[src/rtl/lc3_pipe_reg_if.sv]
`default_nettype none
// ============================================================================
// Module : lc3_pipe_reg_if
// Brief  : Handshake bundle for an LC-3 pipeline stage register.
// Rev    : 1.0  initial release
// ============================================================================
interface lc3_pipe_reg_if #(
  parameter int WIDTH = 16
);
  logic             in_valid;
  logic             in_ready;
  logic [WIDTH-1:0] in_data;
  logic             flush;
  logic             out_valid;
  logic             out_ready;
  logic [WIDTH-1:0] out_data;
  logic [1:0]       occupancy;

  modport master (
    output in_valid, in_data, flush, out_ready,
    input  in_ready, out_valid, out_data, occupancy
  );

  modport slave (
    input  in_valid, in_data, flush, out_ready,
    output in_ready, out_valid, out_data, occupancy
  );
endinterface
`default_nettype wire

[src/rtl/lc3_pipe_reg.sv]
`default_nettype none
// ============================================================================
// Module : lc3_pipe_reg
// Brief  : Valid/ready pipeline stage with optional skid entry and flush.
// Rev    : 1.0  initial release
// ============================================================================
module lc3_pipe_reg #(
  parameter int               WIDTH     = 16,
  parameter logic [WIDTH-1:0] RESET_VAL = '0,
  parameter bit               SKID      = 1'b1
) (
  input  wire          clk,
  input  wire          rst,
  lc3_pipe_reg_if.slave bus
);

  // Encoding chosen so the state value is the occupancy count.
  typedef enum logic [1:0] {
    S_EMPTY = 2'd0,
    S_ONE   = 2'd1,
    S_FULL  = 2'd2
  } state_t;

  state_t           r_state;
  state_t           w_next_state;
  logic [WIDTH-1:0] r_main;
  logic [WIDTH-1:0] r_skid;
  logic [WIDTH-1:0] w_next_main;
  logic [WIDTH-1:0] w_next_skid;
  logic             w_in_ready;
  logic             w_out_valid;
  logic             w_in_xfer;
  logic             w_out_xfer;

  assign w_out_valid = (r_state != S_EMPTY);
  assign w_in_xfer   = bus.in_valid & w_in_ready;
  assign w_out_xfer  = w_out_valid & bus.out_ready;

  generate
    if (SKID) begin : g_skid
      logic r_in_ready;
      always_ff @(posedge clk) begin
        if (rst) begin
          r_in_ready <= 1'b1;
        end else begin
          r_in_ready <= (w_next_state != S_FULL);
        end
      end
      assign w_in_ready = r_in_ready;
    end else begin : g_noskid
      assign w_in_ready = ~w_out_valid | bus.out_ready;
    end
  endgenerate

  always_comb begin
    w_next_state = r_state;
    w_next_main  = r_main;
    w_next_skid  = r_skid;
    case (r_state)
      S_EMPTY: begin
        if (w_in_xfer) begin
          w_next_state = S_ONE;
          w_next_main  = bus.in_data;
        end
      end
      S_ONE: begin
        if (w_in_xfer && w_out_xfer) begin
          w_next_main = bus.in_data;
        end else if (w_in_xfer) begin
          w_next_state = S_FULL;
          w_next_skid  = bus.in_data;
        end else if (w_out_xfer) begin
          w_next_state = S_EMPTY;
          w_next_main  = RESET_VAL;
        end
      end
      S_FULL: begin
        if (w_out_xfer) begin
          w_next_state = S_ONE;
          w_next_main  = r_skid;
          w_next_skid  = RESET_VAL;
        end
      end
      default: begin
        w_next_state = S_EMPTY;
        w_next_main  = RESET_VAL;
        w_next_skid  = RESET_VAL;
      end
    endcase
    // Squash wins over any accepted word; the downstream handoff already happened.
    if (bus.flush) begin
      w_next_state = S_EMPTY;
      w_next_main  = RESET_VAL;
      w_next_skid  = RESET_VAL;
    end
  end

  always_ff @(posedge clk) begin
    if (rst) begin
      r_state <= S_EMPTY;
      r_main  <= RESET_VAL;
      r_skid  <= RESET_VAL;
    end else begin
      r_state <= w_next_state;
      r_main  <= w_next_main;
      r_skid  <= w_next_skid;
    end
  end

  assign bus.in_ready  = w_in_ready;
  assign bus.out_valid = w_out_valid;
  assign bus.out_data  = w_out_valid ? r_main : RESET_VAL;
  assign bus.occupancy = r_state;

endmodule
`default_nettype wire

[src/flat_wrapper.sv]
// flat-port wrapper written by rule: the top's interface ports become plain ports
module lc3_pipe_reg_flat 
#(
  parameter int               WIDTH     = 16,
  parameter logic [WIDTH-1:0] RESET_VAL = '0,
  parameter bit               SKID      = 1'b1
)
  (clk, rst, bus_in_valid, bus_in_data, bus_flush, bus_out_ready, bus_in_ready, bus_out_valid, bus_out_data, bus_occupancy);
  lc3_pipe_reg_if #(.WIDTH(WIDTH)) bus_i ();
  input  wire clk;
  input  wire rst;
  input wire logic [$bits(bus_i.in_valid)-1:0] bus_in_valid;
  input wire logic [$bits(bus_i.in_data)-1:0] bus_in_data;
  input wire logic [$bits(bus_i.flush)-1:0] bus_flush;
  input wire logic [$bits(bus_i.out_ready)-1:0] bus_out_ready;
  output wire logic [$bits(bus_i.in_ready)-1:0] bus_in_ready;
  output wire logic [$bits(bus_i.out_valid)-1:0] bus_out_valid;
  output wire logic [$bits(bus_i.out_data)-1:0] bus_out_data;
  output wire logic [$bits(bus_i.occupancy)-1:0] bus_occupancy;
  assign bus_i.in_valid = bus_in_valid;
  assign bus_i.in_data = bus_in_data;
  assign bus_i.flush = bus_flush;
  assign bus_i.out_ready = bus_out_ready;
  assign bus_in_ready = bus_i.in_ready;
  assign bus_out_valid = bus_i.out_valid;
  assign bus_out_data = bus_i.out_data;
  assign bus_occupancy = bus_i.occupancy;
  lc3_pipe_reg #(.WIDTH(WIDTH), .RESET_VAL(RESET_VAL), .SKID(SKID)) u_core (.clk(clk), .rst(rst), .bus(bus_i));
endmodule
[config.mk]
export PLATFORM = sky130hd
export DESIGN_NAME = lc3_pipe_reg_flat
export DESIGN_NICKNAME = d
export VERILOG_FILES = /design/src/rtl/lc3_pipe_reg_if.sv /design/src/rtl/lc3_pipe_reg.sv /design/src/flat_wrapper.sv
export SDC_FILE = /design/constraint.sdc
export NUM_CORES = 1
export LEC_CHECK = 0
export ABC_AREA = 1
export BUFFER_PORTS_ARGS = -buffer_cell sky130_fd_sc_hd__buf_2
export CAP_MARGIN = 20
export CORE_MARGIN = 2
export CORE_UTILIZATION = 51
export CTS_BUF_LIST = sky130_fd_sc_hd__clkbuf_8
export DETAILED_ROUTE_END_ITERATION = 12
export PLACE_DENSITY = 0.89
export SYNTH_ARGS = -nofsm -noshare
export SYNTH_HDL_FRONTEND = slang
export SYNTH_SLANG_ARGS = --single-unit
[constraint.sdc]
create_clock -name clk -period 1.34 [get_ports clk]
set_input_delay 0.268 -clock clk [delete_from_list [all_inputs] [get_ports clk]]
set_output_delay 0.268 -clock clk [all_outputs]
set_load 0.005 [all_outputs]
==> metrics.md <==
| Metric | Value |
|---|---|
| Sequence of cells on the critical path | `nor2_4 > buf_12 > buf_12 > nor2_4 > buf_2` |
| Worst Hold Slack | `0.316 ns` |
| Failing checks | `setup timing` |
| Pwr per Cell Area | `840 mW/mm2` |
| TritonRoute pass-1 iters | `6` |
| Hold Path Origin | `bus_in_data[9]` |
| Row Count | `22` |
| Hold_buf cts | `0` |
| DR DRC count | `0` |
| Syn_nets | `330` |
| First-pass GRT wire length | `9030 um` |
| Slew margin rel. | `82.3%` |
| Fin crit period | `1.53 ns` |
| Register bit total from synthesis | `35` |
| Clk Latency, worst-skew pair | `0.29 ns` |
| Post-DR wirelength/cell | `15.2 um` |
| Worst endpoint required time | `1.07 ns` |
| Die Wd | `65.4 um` |
| WL final | `6260 um` |
| # Max-Cap Violations | `0` |
| DR iter-0 viols | `278` |
| Synthesized area per cell | `6.22 um2` |
| Yosys top cell area share | `36.5%` |
| Cell taking the most area after synthesis | `dfxtp_1` |
| Combined buffer and inverter count along the critical path | `3` |
| TritonCTS clock tree | `yes` |
| Unrepaired setup endpoints after global routing | `true` |
| Initial antenna violation count | `0` |
| Worst r2r path cells | `9` |
| CTS buffer count | `5` |
| Area Growth Syn to Fin | `34.7%` |
| Number of global-route vias before repair | `1969` |
| Via/cell ratio | `5.49` |
| Fmax | `652 MHz` |
| Io pins | `41` |
| Nets | `383` |
| Nature of the critical path startpoint | `flop` |
| Die Height | `65.4 um` |
| CTS clk-pin slew, worst paths | `0.07 ns` |
| Critical path capture point | `bus_out_data[1]` |
| Final setup viols | `28` |
| Num Clock Sinks | `35` |
| HPWL after DPL | `3330 um` |
| Skew final | `0.00687 ns` |
| Core area | `0.00363 mm2` |
| H-tree Lvls | `2` |
| Critical path origin | `u_core.bus.occupancy[1]$_SDFF_PP0_` |
| Util after Layout | `71.2%` |
| HP Class | `in2reg` |
| Clock Tree Root | `clkbuf_8` |
| R2R Setup Slk | `-0.09 ns` |
| Gr ovfl total | `0` |
| Worst-Margin Slew | `0.265 ns` |
| Clk buf depth | `2` |
| Total die area | `0.00427 mm2` |
| Synthesized cell area | `0.00192 mm2` |
| Worst r2r dst | `u_core.r_main[7]$_SDFFE_PP0P_` |
| Critical R2R Launch | `u_core.bus.occupancy[1]$_SDFF_PP0_` |
| Hold Fails Final Rpt | `0` |
| Sequential share of the synthesized area | `36.5%` |
| CP arrival | `1.27 ns` |
| Max Fanout on Critical Path | `7` |
| Crit path max-delay cell type | `dfxtp_4` |
| Final worst path period share | `115%` |
| Final ANT Viol Nets | `0` |
| Critical Path Sink Type | `output port` |
| Status | `finished with violations` |
| RePlAce Congestion | `0.893` |
| Slowest stage delay, CP | `0.36 ns` |
| Synth cell types | `20` |
| Total number of yosys warnings | `0` |
| Synth top area cells | `dfxtp_1 (36%), nand2_1 (18%), nand3_1 (16%)` |
| Initial Util | `52.9%` |
| Total track usage | `28.2%` |
| Max IR drop VDD | `0.734 mV` |
| Largest net degree at the start of global routing | `20` |
| Final Slew Violations | `0` |
| Layout cells sized above 1 | `30.0%` |
| Post-Syn Instances | `309` |
| Final Total Pwr | `2.17 mW` |
| Leakage power figure | `1.23 nW` |
| Top delay family on crit path | `buffers and inverters` |
| Vias | `2258` |
| Pre-CTS WS | `0.0416 ns` |
| WP depth | `5` |
| Setup TNS | `-2.55 ns` |
| I/O Buffers | `40` |
| Setup WS post-layout | `-0.195 ns` |
| CP Class | `reg2out` |
| # diodes | `0` |
[cell usage after synthesis]
master / n
buf_4: 5
nand2_4: 2
nand2_8: 1
nand2_1: 94
buf_6: 2
nand3_1: 61
inv_1: 37
dfxtp_1: 35
nor2_4: 1
buf_2: 6
nor2_2: 1
nor3_1: 1
inv_6: 1
clkbuf_1: 3
buf_1: 1
a21oi_1: 14
nor2_1: 41
nand3_2: 1
inv_2: 1
nand2_2: 1
[registers in the layout, summed over array words and instances, names as in the netlist]
signal / cells
u_core.r_main: 16
u_core.r_skid: 16
u_core.bus.occupancy: 2
u_core.bus.in_ready: 1
[area by class of cell]
type	instances	area (um2)
multi-input cells	219	1080
fillers	287	1050
flip-flops and latches	35	708
repair buffers	62	502
inverters	39	159
clock buffers	5	68.8
well taps	48	60.1
clock inverters	3	12.5
[stage by stage]
step                cells  cell area [um2]
floorplan             309             1950
global placement      392             2240
detailed placement    392             2240
CTS                   408             2480
global route          411             2590
finish                411             2590
[where the power goes]
group	switching [mW]	leakage, nW	internal (mW)
registers	0.0131	0.285	1.06
clock network	0.382	0.0505	0.349
logic	0.223	0.895	0.147
total	0.618	1.23	1.56
[timing repair]
action                                  in CTS  in global routing
gates cloned                                 2                  2
buffers inserted                             6                  2
endpoints found under the setup margin      16                 50
resized for setup                           11                 24
pin swaps                                    2                  4
[worst reg2reg max path: cells and delay by family (launching register included)]
kind                   cells  cell delay (ns)
DFF                        1             0.36
buffers and inverters      3             0.40
and+or+nand+nor            6             0.60
[layer usage]
metal | global-route usage (%) | vias to the layer above | wire [um]
li1 | - | 1063 | -
met1 | 34.1 | 1018 | 2420
met2 | 45.8 | 144 | 2990
met3 | 7.19 | 33 | 572
met4 | 15.4 | 0 | 286
met5 | 0 | - | 0
[cell usage in the layout (no fill, tap or decap)]
cell       instances
dfxtp_1           33
nor2_4             6
nor3_1             1
buf_4             11
clkbuf_8           5
buf_8              1
inv_1             39
inv_8              1
nand2_1           90
nand2_2            4
inv_6              1
nand2_4            4
dfxtp_4            2
buf_12             7
clkinv_2           1
nand3_1           61
buf_16             1
buf_2             40
clkbuf_16          1
nand2_8            1
a21oi_1           14
nor2_2            21
nand3_2            1
nor2_1            16
buf_6              1
[cell families after synthesis]
logic type	Yosys count	share of synthesized area (%)
buf+inv	56	13.4
simple gates	204	46.5
flops	35	36.5
compound gates	14	3.65
[how the worst min path moves through the flow]
stage	end	slack, ns	cells past startpoint
4_1_cts	u_core.r_main[14]$_SDFFE_PP0P_	0.31	5
5_1_grt	u_core.r_main[1]$_SDFFE_PP0P_	0.34	5
6_report	u_core.r_main[9]$_SDFFE_PP0P_	0.32	5
2_1_floorplan	u_core.r_main[10]$_SDFFE_PP0P_	0.45	2
3_3_place_gp	u_core.r_main[11]$_SDFFE_PP0P_	0.46	2
3_5_place_dp	u_core.r_main[5]$_SDFFE_PP0P_	0.46	2
Note: power is estimated with default switching activity, not from simulation.
